`config.mk`:
```
export PLATFORM = sky130hd
export DESIGN_NAME = timer_event_service
export DESIGN_NICKNAME = d
export VERILOG_FILES = /design/src/rtl/timer_event_service_pkg.sv /design/src/rtl/timer_evt_watchdog.sv /design/src/rtl/timer_event_service.sv
export SDC_FILE = /design/constraint.sdc
export NUM_CORES = 1
export LEC_CHECK = 0
export BUFFER_PORTS_ARGS = -buffer_cell sky130_fd_sc_hd__buf_4
export CORE_UTILIZATION = 49
export DETAILED_ROUTE_END_ITERATION = 6
export HOLD_SLACK_MARGIN = 0.1
export PLACE_DENSITY = 0.77
export SLEW_MARGIN = 20
export SYNTH_ARGS = -nofsm -noshare
export SYNTH_HDL_FRONTEND = slang
export SYNTH_SLANG_ARGS = --single-unit
```
`constraint.sdc`:
```
create_clock -name iClk -period 2.2 [get_ports iClk]
set_clock_uncertainty 0.05 [all_clocks]
set_input_delay 0.44 -clock iClk [delete_from_list [all_inputs] [get_ports iClk]]
set_output_delay 0.44 -clock iClk [all_outputs]
set_load 0.005 [all_outputs]
```
`src/rtl/timer_event_service_pkg.sv`:
```
// Shared types and helpers for the timer event servicer: FSM states, event codes and the
// fixed-priority flag encoder.
package timer_event_service_pkg;

    typedef enum logic [1:0] {
        StIdle,
        StPresent,
        StAck,
        StRelease
    } state_e;

    localparam logic [1:0] EVT_NONE = 2'd0;
    localparam logic [1:0] EVT_OVF  = 2'd1;
    localparam logic [1:0] EVT_CAP  = 2'd2;
    localparam logic [1:0] EVT_CMP  = 2'd3;

    // Capture beats overflow beats compare.
    function automatic logic [1:0] prio_encode(input logic cap, input logic ovf, input logic cmp);
        logic [1:0] code;
        if (cap) begin
            code = EVT_CAP;
        end else if (ovf) begin
            code = EVT_OVF;
        end else if (cmp) begin
            code = EVT_CMP;
        end else begin
            code = EVT_NONE;
        end
        return code;
    endfunction

endpackage

```
`src/rtl/timer_evt_watchdog.sv`:
```
// ACK hold watchdog: counts cycles while start_i is high and pulses expired_o during the
// ACK_TIMEOUT-th cycle so the caller leaves ACK after exactly ACK_TIMEOUT cycles.
module timer_evt_watchdog #(
    parameter int unsigned ACK_TIMEOUT = 15
) (
    input  logic clk_i,
    input  logic rst_i,
    input  logic start_i,
    input  logic clear_i,
    output logic expired_o
);

    localparam logic [7:0] LastCnt = 8'(ACK_TIMEOUT - 1);

    logic [7:0] cnt_q, cnt_d;

    assign expired_o = start_i && (cnt_q == LastCnt);

    always_comb begin
        cnt_d = cnt_q;
        if (clear_i) begin
            cnt_d = '0;
        end else if (start_i && !expired_o) begin
            cnt_d = cnt_q + 8'd1;
        end
    end

    always_ff @(posedge clk_i or posedge rst_i) begin
        if (rst_i) begin
            cnt_q <= '0;
        end else begin
            cnt_q <= cnt_d;
        end
    end

endmodule

```
`src/rtl/timer_event_service.sv`:
```
// Timer flag servicer: arbitrates overflow/capture/compare flags, presents one event over
// valid/ready, then ACKs until the flag drops. Optional counter under TIMER_EVT_STATS_EN.
module timer_event_service
    import timer_event_service_pkg::*;
#(
    parameter int unsigned ACK_TIMEOUT = 15,
    parameter int unsigned DATA_W      = 8
) (
    input  logic              iClk,
    input  logic              iReset,
    input  logic              iTimerOverflow,
    input  logic              iCapturaFlag,
    input  logic [DATA_W-1:0] ivCaptura,
    input  logic              iComparisonTrueFlag,
    output logic              oTimerOverflowACK,
    output logic              oInputCaptureACK,
    output logic              oOutputCompareACK,
    output logic              oEventValid,
    input  logic              iEventReady,
    output logic [1:0]        ovEventCode,
    output logic [DATA_W-1:0] ovEventData,
    output logic              oTimeoutErr,
    input  logic              iErrClr,
    output logic [7:0]        ovServicedCount
);

    state_e            state_q, state_d;
    logic [1:0]        code_q, code_d;
    logic [DATA_W-1:0] data_q, data_d;
    logic              err_q, err_d;
    logic              sel_flag;
    logic              expired;
    logic              timeout;
    logic [1:0]        pick;
    logic              in_ack;

    assign in_ack = (state_q == StAck);

    timer_evt_watchdog #(
        .ACK_TIMEOUT(ACK_TIMEOUT)
    ) u_watchdog (
        .clk_i    (iClk),
        .rst_i    (iReset),
        .start_i  (in_ack),
        .clear_i  (!in_ack),
        .expired_o(expired)
    );

    always_comb begin
        sel_flag = 1'b0;
        unique case (code_q)
            EVT_OVF: sel_flag = iTimerOverflow;
            EVT_CAP: sel_flag = iCapturaFlag;
            EVT_CMP: sel_flag = iComparisonTrueFlag;
            default: sel_flag = 1'b0;
        endcase
    end

    always_comb begin
        state_d = state_q;
        code_d  = code_q;
        data_d  = data_q;
        timeout = 1'b0;
        pick    = prio_encode(iCapturaFlag, iTimerOverflow, iComparisonTrueFlag);
        unique case (state_q)
            StIdle: begin
                if (pick != EVT_NONE) begin
                    code_d  = pick;
                    data_d  = (pick == EVT_CAP) ? ivCaptura : '0;
                    state_d = StPresent;
                end
            end
            StPresent: begin
                if (iEventReady) begin
                    state_d = StAck;
                end
            end
            StAck: begin
                // A falling flag wins over a coincident expiry: the event was serviced.
                if (!sel_flag || expired) begin
                    timeout = sel_flag;
                    code_d  = EVT_NONE;
                    data_d  = '0;
                    state_d = StRelease;
                end
            end
            StRelease: begin
                state_d = StIdle;
            end
            default: begin
                state_d = StIdle;
            end
        endcase
    end

    always_comb begin
        err_d = err_q;
        if (iErrClr) begin
            err_d = 1'b0;
        end
        if (timeout) begin
            err_d = 1'b1;
        end
    end

    always_ff @(posedge iClk or posedge iReset) begin
        if (iReset) begin
            state_q <= StIdle;
            code_q  <= EVT_NONE;
            data_q  <= '0;
            err_q   <= 1'b0;
        end else begin
            state_q <= state_d;
            code_q  <= code_d;
            data_q  <= data_d;
            err_q   <= err_d;
        end
    end

    assign oEventValid       = (state_q == StPresent);
    assign ovEventCode       = code_q;
    assign ovEventData       = data_q;
    assign oTimeoutErr       = err_q;
    assign oTimerOverflowACK = in_ack && (code_q == EVT_OVF);
    assign oInputCaptureACK  = in_ack && (code_q == EVT_CAP);
    assign oOutputCompareACK = in_ack && (code_q == EVT_CMP);

`ifdef TIMER_EVT_STATS_EN
    logic [7:0] svc_cnt_q, svc_cnt_d;
    logic       svc_done;

    assign svc_done = in_ack && !sel_flag;

    always_comb begin
        svc_cnt_d = svc_cnt_q;
        if (svc_done && (svc_cnt_q != 8'hFF)) begin
            svc_cnt_d = svc_cnt_q + 8'd1;
        end
    end

    always_ff @(posedge iClk or posedge iReset) begin
        if (iReset) begin
            svc_cnt_q <= '0;
        end else begin
            svc_cnt_q <= svc_cnt_d;
        end
    end

    assign ovServicedCount = svc_cnt_q;
`else
    assign ovServicedCount = '0;
`endif

endmodule

```
# After elaboration in Yosys (flattened, before gate mapping)
# Index checks and enable logic that the tools add are counted.
dict set report totals {
  in_bits 15
  output_inout_bits 23
  n_memories 0
  latchBits 0
  romBits 0
  reg_bits 21
  ramBits 0
  elab_cells 53
}
dict set report op_classes {
  n_eq_ne 12
  muxes 21
  shifts 0
  n_bitwise 0
  add_sub_neg 1
  mul 0
  n_lt_le_gt_ge 0
  reduce_logical 14
  n_div 0
}
# cell count
set op_table {}
lappend op_table {{two-way mux 8 bit} 5}
lappend op_table {{two-way mux 2 bit} 8}
lappend op_table {{one-hot mux 8 bit (2 select lines)} 1}
lappend op_table {{== test 2 bit, second input constant} 5}
lappend op_table {{adder 8 x 1 -> 8 bit, second input constant} 1}
lappend op_table {{== test 8 x 4 -> 1 bit, second input constant} 1}
lappend op_table {{one-hot mux 2 bit (4 select lines)} 1}
lappend op_table {{inequality test 2 x 1 -> 1 bit, second input constant} 3}
lappend op_table {{AND reduction 3 bit} 2}
lappend op_table {{nonzero test 2 bit} 3}
lappend op_table {{logical AND 1 bit} 5}
lappend op_table {{== test 2 x 1 -> 1 bit, second input constant} 2}
lappend op_table {{two-way mux 1 bit} 4}
lappend op_table {{one-hot mux 2 bit (2 select lines)} 1}
lappend op_table {{one-hot mux 1 bit (3 select lines)} 1}
lappend op_table {{zero test 1 bit} 2}
lappend op_table {{zero test 2 bit} 1}
lappend op_table {{inequality test 2 bit, second input constant} 1}
lappend op_table {{logical OR 1 bit} 1}

# Longest topological paths before layout
# Gate-level depths: netlist of run 1.
dict set report logic_depth {
  ltp_word 7
  depth_mapped 7
  ltp_nobuf 6
}

# Hierarchy
# Synthesis of run 1 repeated with hierarchy kept, for this count alone.
dict set report hier_totals {
  cells_unflattened 136
  area_unflattened_um2 1290.0
}
# module cells_per_inst n_inst area_each_um2 seq_area_each_um2
set modules_own_cells {}
lappend modules_own_cells {timer_event_service 86 1 813.3 325.3}
lappend modules_own_cells {timer_evt_watchdog 50 1 476.7 200.2}

# Worst setup path before layout of run 1
# Ideal clock, no wire load.
dict set report synth_timing {
  kind {reg2reg}
  from {register state_q[0]}
  to {register state_q[1]}
  n_path_buf 0
  period_less_slack_ns 1.822
  required_time_ns 2.025
  path_stages_with_launch 6
  arrival_time_ns 1.647
  setup_time_ns 0.125
  slack_ns 0.378
  cell_sequence {dfrtp_1 -> inv_1 -> ha_1 -> or4b_1 -> o211a_1 -> mux2_4}
}
dict set report synth_between {
  elab_chain_cells 5
  elab_cells_between_ends 11
  classes_between {6 x eq/ne; 1 x mux; 4 x reduce/logical}
}
# element line
set synth_rtl {}
lappend synth_rtl {{start: declaration} timer_event_service.sv:27} ;# state_e state_q, state_d;
lappend synth_rtl {{start signal: assignment} timer_event_service.sv:108} ;# state_q <= StIdle;
lappend synth_rtl {{start signal: assignment} timer_event_service.sv:113} ;# state_q <= state_d;
lappend synth_rtl {{== test 2 bit} {timer_event_service.sv:37, timer_event_service.sv:65}}
lappend synth_rtl {{logical AND 1 bit} timer_evt_watchdog.sv:17} ;# assign expired_o = start_i && (cnt_q == LastCnt);
lappend synth_rtl {{logical OR 1 bit} timer_event_service.sv:80} ;# if (!sel_flag || expired) begin
lappend synth_rtl {{inequality test 2 x 1 -> 1 bit (no line)} n/a}
lappend synth_rtl {{AND reduction 3 bit (no line)} n/a}
# Parallel ways exist; a longest one is shown, timed or not.
# A chain may end at the register's enable or synchronous reset.

# Final worst setup path of run 1
dict set report layout_timing {
  from {register state_q[0]}
  to {output oTimerOverflowACK}
}
dict set report layout_between {
  elab_chain_cells 2
}
# element line
set layout_rtl {}
lappend layout_rtl {{== test 2 bit} timer_event_service.sv:37} ;# assign in_ack = (state_q == StAck);
lappend layout_rtl {{logical AND 1 bit} timer_event_service.sv:124} ;# assign oTimerOverflowACK = in_ack && (code_q == EVT_OVF);
lappend layout_rtl {{end: declaration} timer_event_service.sv:15} ;# output logic oTimerOverflowACK,
# No other way between the ends.

==> metrics.txt, run 1 <==
DRT iter0 DRCs=18; post-synth top area share=0.470; post-synthesis sequential area ratio=0.470; outcome=completed; WL final=2340 um; Detailed Place HPWL=1730 um; R2R Path Start=state_q[0]; core area=0.00206 mm^2; Synth area leaders=dfrtp_1, a22o_1, ha_1; die width=49.8 um; Worst Path Max Fanout=10; RSZ-0062 raised after global routing=false; Worst-path clk slew=120 ps; post-synthesis average cell area=10.3 um^2; Die Area=0.00248 mm^2; detailed-route via count=910; final setup fails=0; final hold vios=0; clock root cell=clkbuf_4; Final min period=2090 ps; RR Endpoint=state_q[1]; GP Congestion=0.812; Port Buffers=29; arrival time worst endpoint=1600 ps; Ys Warns=0; die span in y=49.8 um; worst-skew pair later-pin latency=310 ps; Util after Layout=0.675; Power, Total=0.00157 W; Worst Setup SP=state_q[0]; total CTS buffers=3; Synth cell types=36; pin count of the biggest net entering global routing=22; Main synth FF type=dfrtp_1; top cell type by total area after synthesis=dfrtp_1; num rows=16; antenna cells=0; CTS Hold Buffers Added=0; DR WL/cell=13.8 um; crit path to=oTimerOverflowACK; R2R setup slack=160 ps; Final Max Tran Viols=0; DRC Markers=0; Vias/cell=5.38; layout cells sized above 1=0.275; met2 routed WL=1150 um; Worst Setup Start Kind=flop; highest metal used=met4; Routed Antenna Nets=0; # Max-Cap Violations=0; Longest Clk Path Bufs=2; DP Cell Count=163; Overflow after GRT=0; vias in the first global route=925; Gate Count Post-Synth=109; post-synthesis async set-or-reset flop share=1.00; path category of the worst min-delay check=input pin to asynchronous set/reset pin; Leak=0.711 nW; cell count of the worst reg-to-reg path=5; PD cells=1120 mW/mm^2; number of synthesized flops with an enable pin=0; final worst-path cycle share=0.952; TritonCTS clock tree=done; initial antenna violation count=0; synth cell count leaders=dfrtp_1, a22o_1, inv_1, buf_4, nor2_1; Slew headroom=0.477; kind of critical path=flop to output port; Crit. End Element=output port; Initial Util=0.542; DR pass1 iterations=4; Post-layout nets=163; count leader, synth=dfrtp_1; first-pass GRT wire length=3990 um; I/O pins=38; Cell Area, Synth=0.00112 mm^2; Metal-1 WL=1050 um; setup TNS=0 ps; Hold WS=215 ps; CP required=1710 ps; metal3 WL=69 um; #FFs+latches synth=21; # clock sinks=21; Fmax achieved=477 MHz; GRT Overall Usage=0.217; Max IR drop VDD=0.000695 V; Area Overhead vs Synth=24.5%; # H-tree levels=1; Final Instance Count excl. Fillers=169; Worst Tran Pin Value=784 ps
[report_power, final]
part           switching [W]  internal (W)
Combinational       0.000334      0.000414
Sequential          0.000114      0.000514
Clock               0.000119     0.0000708
Total               0.000567      0.000999
[per-layer routing]
layer / up-vias / GRT usage
li1: 437 / -
met1: 434 / 0.238
met2: 34 / 0.378
met3: 5 / 0.0216
met4: 0 / 0.171
met5: - / 0
[stage by stage]
step           worst slack [ps]  area (um^2)
2_1_floorplan               378         1140
3_3_place_gp                331         1340
3_5_place_dp                235         1340
4_1_cts                    38.0         1370
5_1_grt                    3.56         1390
6_report                    105         1390
[registers in the layout (all words and copies together) (netlist names)]
name	count
oTimeoutErr	1
state_q	2
ovEventCode	2
u_watchdog.cnt_q	8
ovEventData	8
[layout by cell type (no fill, tap or decap), types with 4 or more instances in the layout]
cell type / count
o21ai_0: 4
a21oi_1: 5
inv_1: 9
ha_1: 4
dfrtp_1: 21
conb_1: 8
nor2_1: 7
and3_1: 5
buf_4: 33
a22o_1: 9
[final cells by class]
class	count	area (um^2)
clock buffers	4	26.3
fillers	164	669
inverters	9	33.8
multi-input cells	75	526
flip-flops and latches	21	526
well taps	27	33.8
repair buffers	33	248
[what timing repair did]
action,CTS,global route
resized for setup,1,1
setup endpoints to repair,1,1
setup buffers,0,2
endpoints found under the hold margin,0,0
gates cloned,0,0
[how the worst min path moves through the flow]
| stage | start | end | slack (ps) | depth (start not counted) |
|---|---|---|---|---|
| after floorplan | iReset | oTimeoutErr | 370 | 1 |
| after CTS | iReset | u_watchdog.cnt_q[5] | 240 | 2 |
| final | iReset | ovEventData[1] | 220 | 2 |
| after detailed placement | ovEventData[0] | ovEventData[0] | 440 | 1 |
| after global placement | ovEventData[3] | ovEventData[3] | 430 | 1 |
| after global routing | iErrClr | oTimeoutErr | 250 | 2 |
[kinds of logic after synthesis]
group,Yosys count,synth area share
other,1,0.00335
adder cells (fa/ha/maj),5,0.0559
multiplexers,2,0.0224
AO/OA/AOI/OAI,26,0.176
AND/OR/NAND/NOR,30,0.147
buffers and inverters,20,0.0951
flip-flops,21,0.470
XOR/XNOR,4,0.0313
[worst max-delay path, cell delays in order, from the launching register on]
cell and delay [ps]:
dfrtp_1 420, inv_1 130, ha_4 190, inv_1 60, buf_4 170, nor3_1 200
buf_4 140
Note: power is estimated with default switching activity, not from simulation.
==> run 2, diff against run 1 <==
--- a/config.mk
+++ b/config.mk
@@ -6,10 +6,10 @@
 export NUM_CORES = 1
 export LEC_CHECK = 0
 export BUFFER_PORTS_ARGS = -buffer_cell sky130_fd_sc_hd__buf_4
-export CORE_UTILIZATION = 49
+export CORE_UTILIZATION = 52
 export DETAILED_ROUTE_END_ITERATION = 6
 export HOLD_SLACK_MARGIN = 0.1
-export PLACE_DENSITY = 0.77
+export PLACE_DENSITY = 0.81
 export SLEW_MARGIN = 20
 export SYNTH_ARGS = -nofsm -noshare
 export SYNTH_HDL_FRONTEND = slang
==> constraint.sdc (replaced) <==
create_clock -name iClk -period 2.7 [get_ports iClk]
set_clock_uncertainty 0.05 [all_clocks]
set_input_delay 0.54 -clock iClk [delete_from_list [all_inputs] [get_ports iClk]]
set_output_delay 0.54 -clock iClk [all_outputs]
set_load 0.005 [all_outputs]
==> run 2 against run 1 <==
Global-route usage fell by 1.3 points. Sequential share of layout area rose by 1.2 points. Non-clock buffer count fell by 4. Sequential power fell by 20%. Critical endpoint unchanged. Sequential cell count did not move. Largest cell class unchanged. Clock-buffer cell count fell by 1.
==> metrics.txt, run 2 (synthesis results as in run 1) <==
outcome=completed; detailed-route via count=902; Die Area=0.00234 mm^2; final setup fails=0; clock root cell=clkbuf_4; Worst path max stage delay=420 ps; core area=0.00200 mm^2; CP cell instances=inv_1, ha_1, inv_1, nor3_1, buf_4; # Max-Cap Violations=0; total CTS buffers=3; Longest Clk Path Bufs=2; Worst Path Max Fanout=11; die span in y=48.4 um; DR WL/cell=13.4 um; most frequent CP cell=inv_1; path category of the worst min-delay check=input pin to asynchronous set/reset pin; Vias/cell=5.47; Placed Area=0.00132 mm^2; Final min period=2320 ps; TritonCTS clock tree=done; initial antenna violation count=0; worst-skew pair later-pin latency=300 ps; Leak=0.694 nW; CTS Hold Buffers Added=0; setup TNS=0 ps; DR pass1 iterations=4; WL final=2200 um; kind of critical path=flop to output port; PD cells=900 mW/mm^2; arrival time worst endpoint=1730 ps; die width=48.4 um; CP required=2110 ps; Post-CTS Setup Bufs=0; I/O pins=38; Max stage delay cell, worst path=dfrtp_1; Crit. End Element=output port; final hold vios=0; final worst-path cycle share=0.858; GP Congestion=0.836; DRT iter0 DRCs=12; most frequent cells in the layout=buf_4, dfrtp_1, inv_1, a22o_1, conb_1; commonest non-fill, non-tap cell in the layout=buf_4; pin count of the biggest net entering global routing=22; Fmax achieved=432 MHz; Routed Antenna Nets=0; layout cells sized above 1=0.254; antenna cells=0; GRT Overall Usage=0.205; num rows=16; DRC Markers=0; vias in the first global route=861; Worst-path clk slew=120 ps; final instance area=0.00135 mm^2; Detailed Place HPWL=1630 um; Area Overhead vs Synth=20.8%; # H-tree levels=1; post-CTS sizing=0; Port Buffers=29; Max IR drop VDD=0.000665 V; # clock sinks=21; Overflow after GRT=0; RSZ-0062 raised after global routing=false; Final Max Tran Viols=0; Post-layout nets=159; Slew headroom=0.480; Worst Tran Pin Value=780 ps; Worst Setup Start Kind=flop; Initial Util=0.559; first-pass GRT wire length=3810 um
[run 2: worst paths after layout]
path	cells past startpoint	slack (ps)	endpoint	startpoint
setup / recovery	5	380	oTimerOverflowACK	state_q[0]
hold / removal	2	320	state_q[1]	iReset
setup reg to reg	6	620	state_q[1]	state_q[0]
hold reg to reg	1	470	ovEventData[4]	ovEventData[4]
max in group asynchronous	2	1800	u_watchdog.cnt_q[0]	iReset
min in group iClk	2	360	oTimeoutErr	iErrClr
[run 2: layer usage]
layer	vias to the layer above	wire [um]	track usage	share of wire
met1	443	994	0.270	0.45
li1	434	-	-	-
met2	23	1140	0.359	0.52
met3	2	63	0.0283	0.029
met4	0	6	0.0441	0.0027
met5	-	0	0	0
[run 2: stage by stage]
stage	utilization	setup WS (ps)	hold WS, ps	std cells	power (W)
3_3_place_gp	0.661	742	436	161	0.00105
3_5_place_dp	0.661	668	433	161	0.00107
4_1_cts	0.675	404	357	165	0.00122
6_report	0.675	383	318	165	0.00122
2_1_floorplan	-	878	440	116	0.000848
5_1_grt	0.675	243	352	165	0.00131
[run 2: worst max-delay path, delay by kind of cell (launching register included)]
| family | cells | cell delay, ps |
|---|---|---|
| AND/OR/NAND/NOR | 1 | 250 |
| adder cells (fa/ha/maj) | 1 | 290 |
| flip-flops | 1 | 420 |
| buffers and inverters | 3 | 460 |
[run 2: area by class of cell]
| type | count | area (um^2) |
|---|---|---|
| Clock buffer | 3 | 22.5 |
| Clock inverter | 1 | 5.00 |
| Fill cell | 166 | 651 |
| Inverter | 9 | 33.8 |
| Multi-Input combinational cell | 75 | 513 |
| Sequential cell | 21 | 526 |
| Tap cell | 27 | 33.8 |
| Timing Repair Buffer | 29 | 218 |
[run 2: report_power, final]
group	leakage (nW)	internal (W)	total [W]	switching, W
clock	0.0177	0.0000552	0.000153	0.0000978
combinational	0.395	0.000300	0.000558	0.000258
sequential	0.281	0.000419	0.000505	0.0000867
total	0.694	0.000774	0.00122	0.000443
==> run 3, diff against run 2 <==
--- a/config.mk
+++ b/config.mk
@@ -6,11 +6,12 @@
 export NUM_CORES = 1
 export LEC_CHECK = 0
 export BUFFER_PORTS_ARGS = -buffer_cell sky130_fd_sc_hd__buf_4
-export CORE_UTILIZATION = 52
+export CORE_UTILIZATION = 55
 export DETAILED_ROUTE_END_ITERATION = 6
 export HOLD_SLACK_MARGIN = 0.1
-export PLACE_DENSITY = 0.81
+export PLACE_DENSITY = 0.83
 export SLEW_MARGIN = 20
 export SYNTH_ARGS = -nofsm -noshare
 export SYNTH_HDL_FRONTEND = slang
+export SYNTH_HIERARCHICAL = 1
 export SYNTH_SLANG_ARGS = --single-unit
==> run 3 against run 2 <==
Register-to-register slack worse by 250 ps. Clock power is essentially flat. Die area is 8.7% higher. Worst setup slack lost 11 ps. Via count increased by 10%. Sequential cell count did not move. Critical path type is now flop to flop. Largest power group unchanged. Highest routed layer unchanged.
==> metrics.txt, run 3 <==
pin count of the biggest net entering global routing=16; arrival time worst endpoint=2470 ps; Detailed Place HPWL=1880 um; final setup fails=0; Area Overhead vs Synth=18.8%; post-CTS sizing=0; RSZ-0062 raised after global routing=false; WL final=2330 um; Port Buffers=29; post-synthesis async set-or-reset flop share=1.00; Final min period=2330 ps; TritonCTS clock tree=done; clock root cell=clkbuf_4; Post-layout nets=188; GRT Overall Usage=0.205; Ys Warns=6; layout cells sized above 1=0.295; first-pass GRT wire length=3980 um; initial antenna violation count=0; DRC Markers=0; Crit. End Element=flop; num rows=17; Slew headroom=0.661; Routed Antenna Nets=0; DR pass1 iterations=4; PD cells=880 mW/mm^2; post-synthesis sequential area ratio=0.407; final worst-path cycle share=0.862; Synth area leaders=dfrtp_1, mux2i_1, ha_1; Synth cell types=33; Gate Count Post-Synth=136; post-synth top area share=0.407; #FFs+latches synth=21; Util after Layout=0.693; number of synthesized flops with an enable pin=0; Main synth FF type=dfrtp_1; # H-tree levels=1; outcome=completed; Worst-path clk slew=120 ps; setup TNS=0 ps; Hold WS=134 ps; GP Congestion=0.868; CP top delay family=simple AND/OR/NAND/NOR gates; count leader, synth=dfrtp_1; Max IR drop VDD=0.000688 V; # Max-Cap Violations=0; synth cell count leaders=dfrtp_1, inv_1, nand2_1, mux2i_1, nor2_1; CTS Hold Buffers Added=0; worst-skew pair later-pin latency=300 ps; Overflow after GRT=0; worst setup margin=373 ps; most frequent cells in the layout=buf_4, dfrtp_1, inv_1; Worst Setup Start Kind=flop; CP cell instances=inv_1, ha_1, and4b_1, and3_2, or2b_1, o32ai_2, nor3_1, mux2_2; Worst Path Max Fanout=5; Cell Area, Synth=0.00129 mm^2; Worst path max stage delay=450 ps; I/O pins=38; pre-CTS setup slack=382 ps; total CTS buffers=3; CP bufs+invs=1; Initial Util=0.583; Final Max Tran Viols=0; die span in y=50.4 um; antenna cells=0; kind of critical path=flop to flop; DRT iter0 DRCs=15; Vias/cell=5.13; detailed-route via count=995; Fmax achieved=430 MHz; die width=50.4 um; final hold vios=0; Post-CTS Setup Bufs=0; Worst Tran Pin Value=507 ps; commonest non-fill, non-tap cell in the layout=buf_4; top cell type by total area after synthesis=dfrtp_1; core area=0.00221 mm^2; Leak=0.787 nW; Die Area=0.00254 mm^2; Max stage delay cell, worst path=dfrtp_1; Longest Clk Path Bufs=2; CP Depth=8; CP required=2850 ps; # clock sinks=21; post-synthesis average cell area=9.49 um^2; DR WL/cell=12.0 um; cell count of the worst reg-to-reg path=8; vias in the first global route=967; path category of the worst min-delay check=input pin to asynchronous set/reset pin
-- run 3: cell count changes after synthesis, moves of 8 or more --
cell	before	now
nand2_1	3	14
inv_1	9	17
mux2i_1	1	11
a22o_1	9	0
-- run 3: cell type report --
cell class / instances / area, um^2
Tap cell: 28 / 35.0
Clock buffer: 3 / 22.5
Inverter: 17 / 63.8
Multi-Input combinational cell: 93 / 648
Sequential cell: 21 / 526
Fill cell: 174 / 679
Timing Repair Buffer: 31 / 233
Clock inverter: 1 / 5.00
-- run 3: cells by family (layout without fill, tap and decap cells) --
family                     count (synthesis)  count (layout)  share of synthesized area
DFF                                       21              21                      0.407
buffers and inverters                     29              52                      0.114
adders and majority gates                  6               6                     0.0582
AOI/OAI and AO/OA                         14              14                     0.0727
muxes                                     18              18                      0.152
and+or+nand+nor                           47              47                      0.192
other                                      1               8                    0.00291
-- run 3: metal layers --
layer,part of all wire,GRT usage,wire (um)
met2,0.52,0.396,1200
met5,0,0,0
met3,0.031,0.0303,72
met4,0.0034,0.0417,8
met1,0.45,0.236,1050
-- run 3: where the power goes --
part,switching (W),internal (W)
Combinational,0.000329,0.000371
Sequential,0.0000828,0.000415
Clock,0.0000964,0.0000551
Total,0.000508,0.000841
-- run 3: final timing paths --
check,start,endpoint,slack (ps)
max,u_watchdog/cnt_q[0],state_q[1],370
min,iReset,u_watchdog/cnt_q[6],130
max reg2reg,u_watchdog/cnt_q[0],state_q[1],370
min reg2reg,ovEventData[1],ovEventData[1],480
max in group asynchronous,iReset,ovEventData[1],2060
min in group iClk,iErrClr,oTimeoutErr,380
-- run 3: through the flow --
step | instance area (um^2) | std cells | power [W]
2_1_floorplan | 1320 | 143 | 0.000970
3_3_place_gp | 1510 | 190 | 0.00118
3_5_place_dp | 1510 | 190 | 0.00120
4_1_cts | 1530 | 194 | 0.00136
5_1_grt | 1530 | 194 | 0.00145
6_report | 1530 | 194 | 0.00135
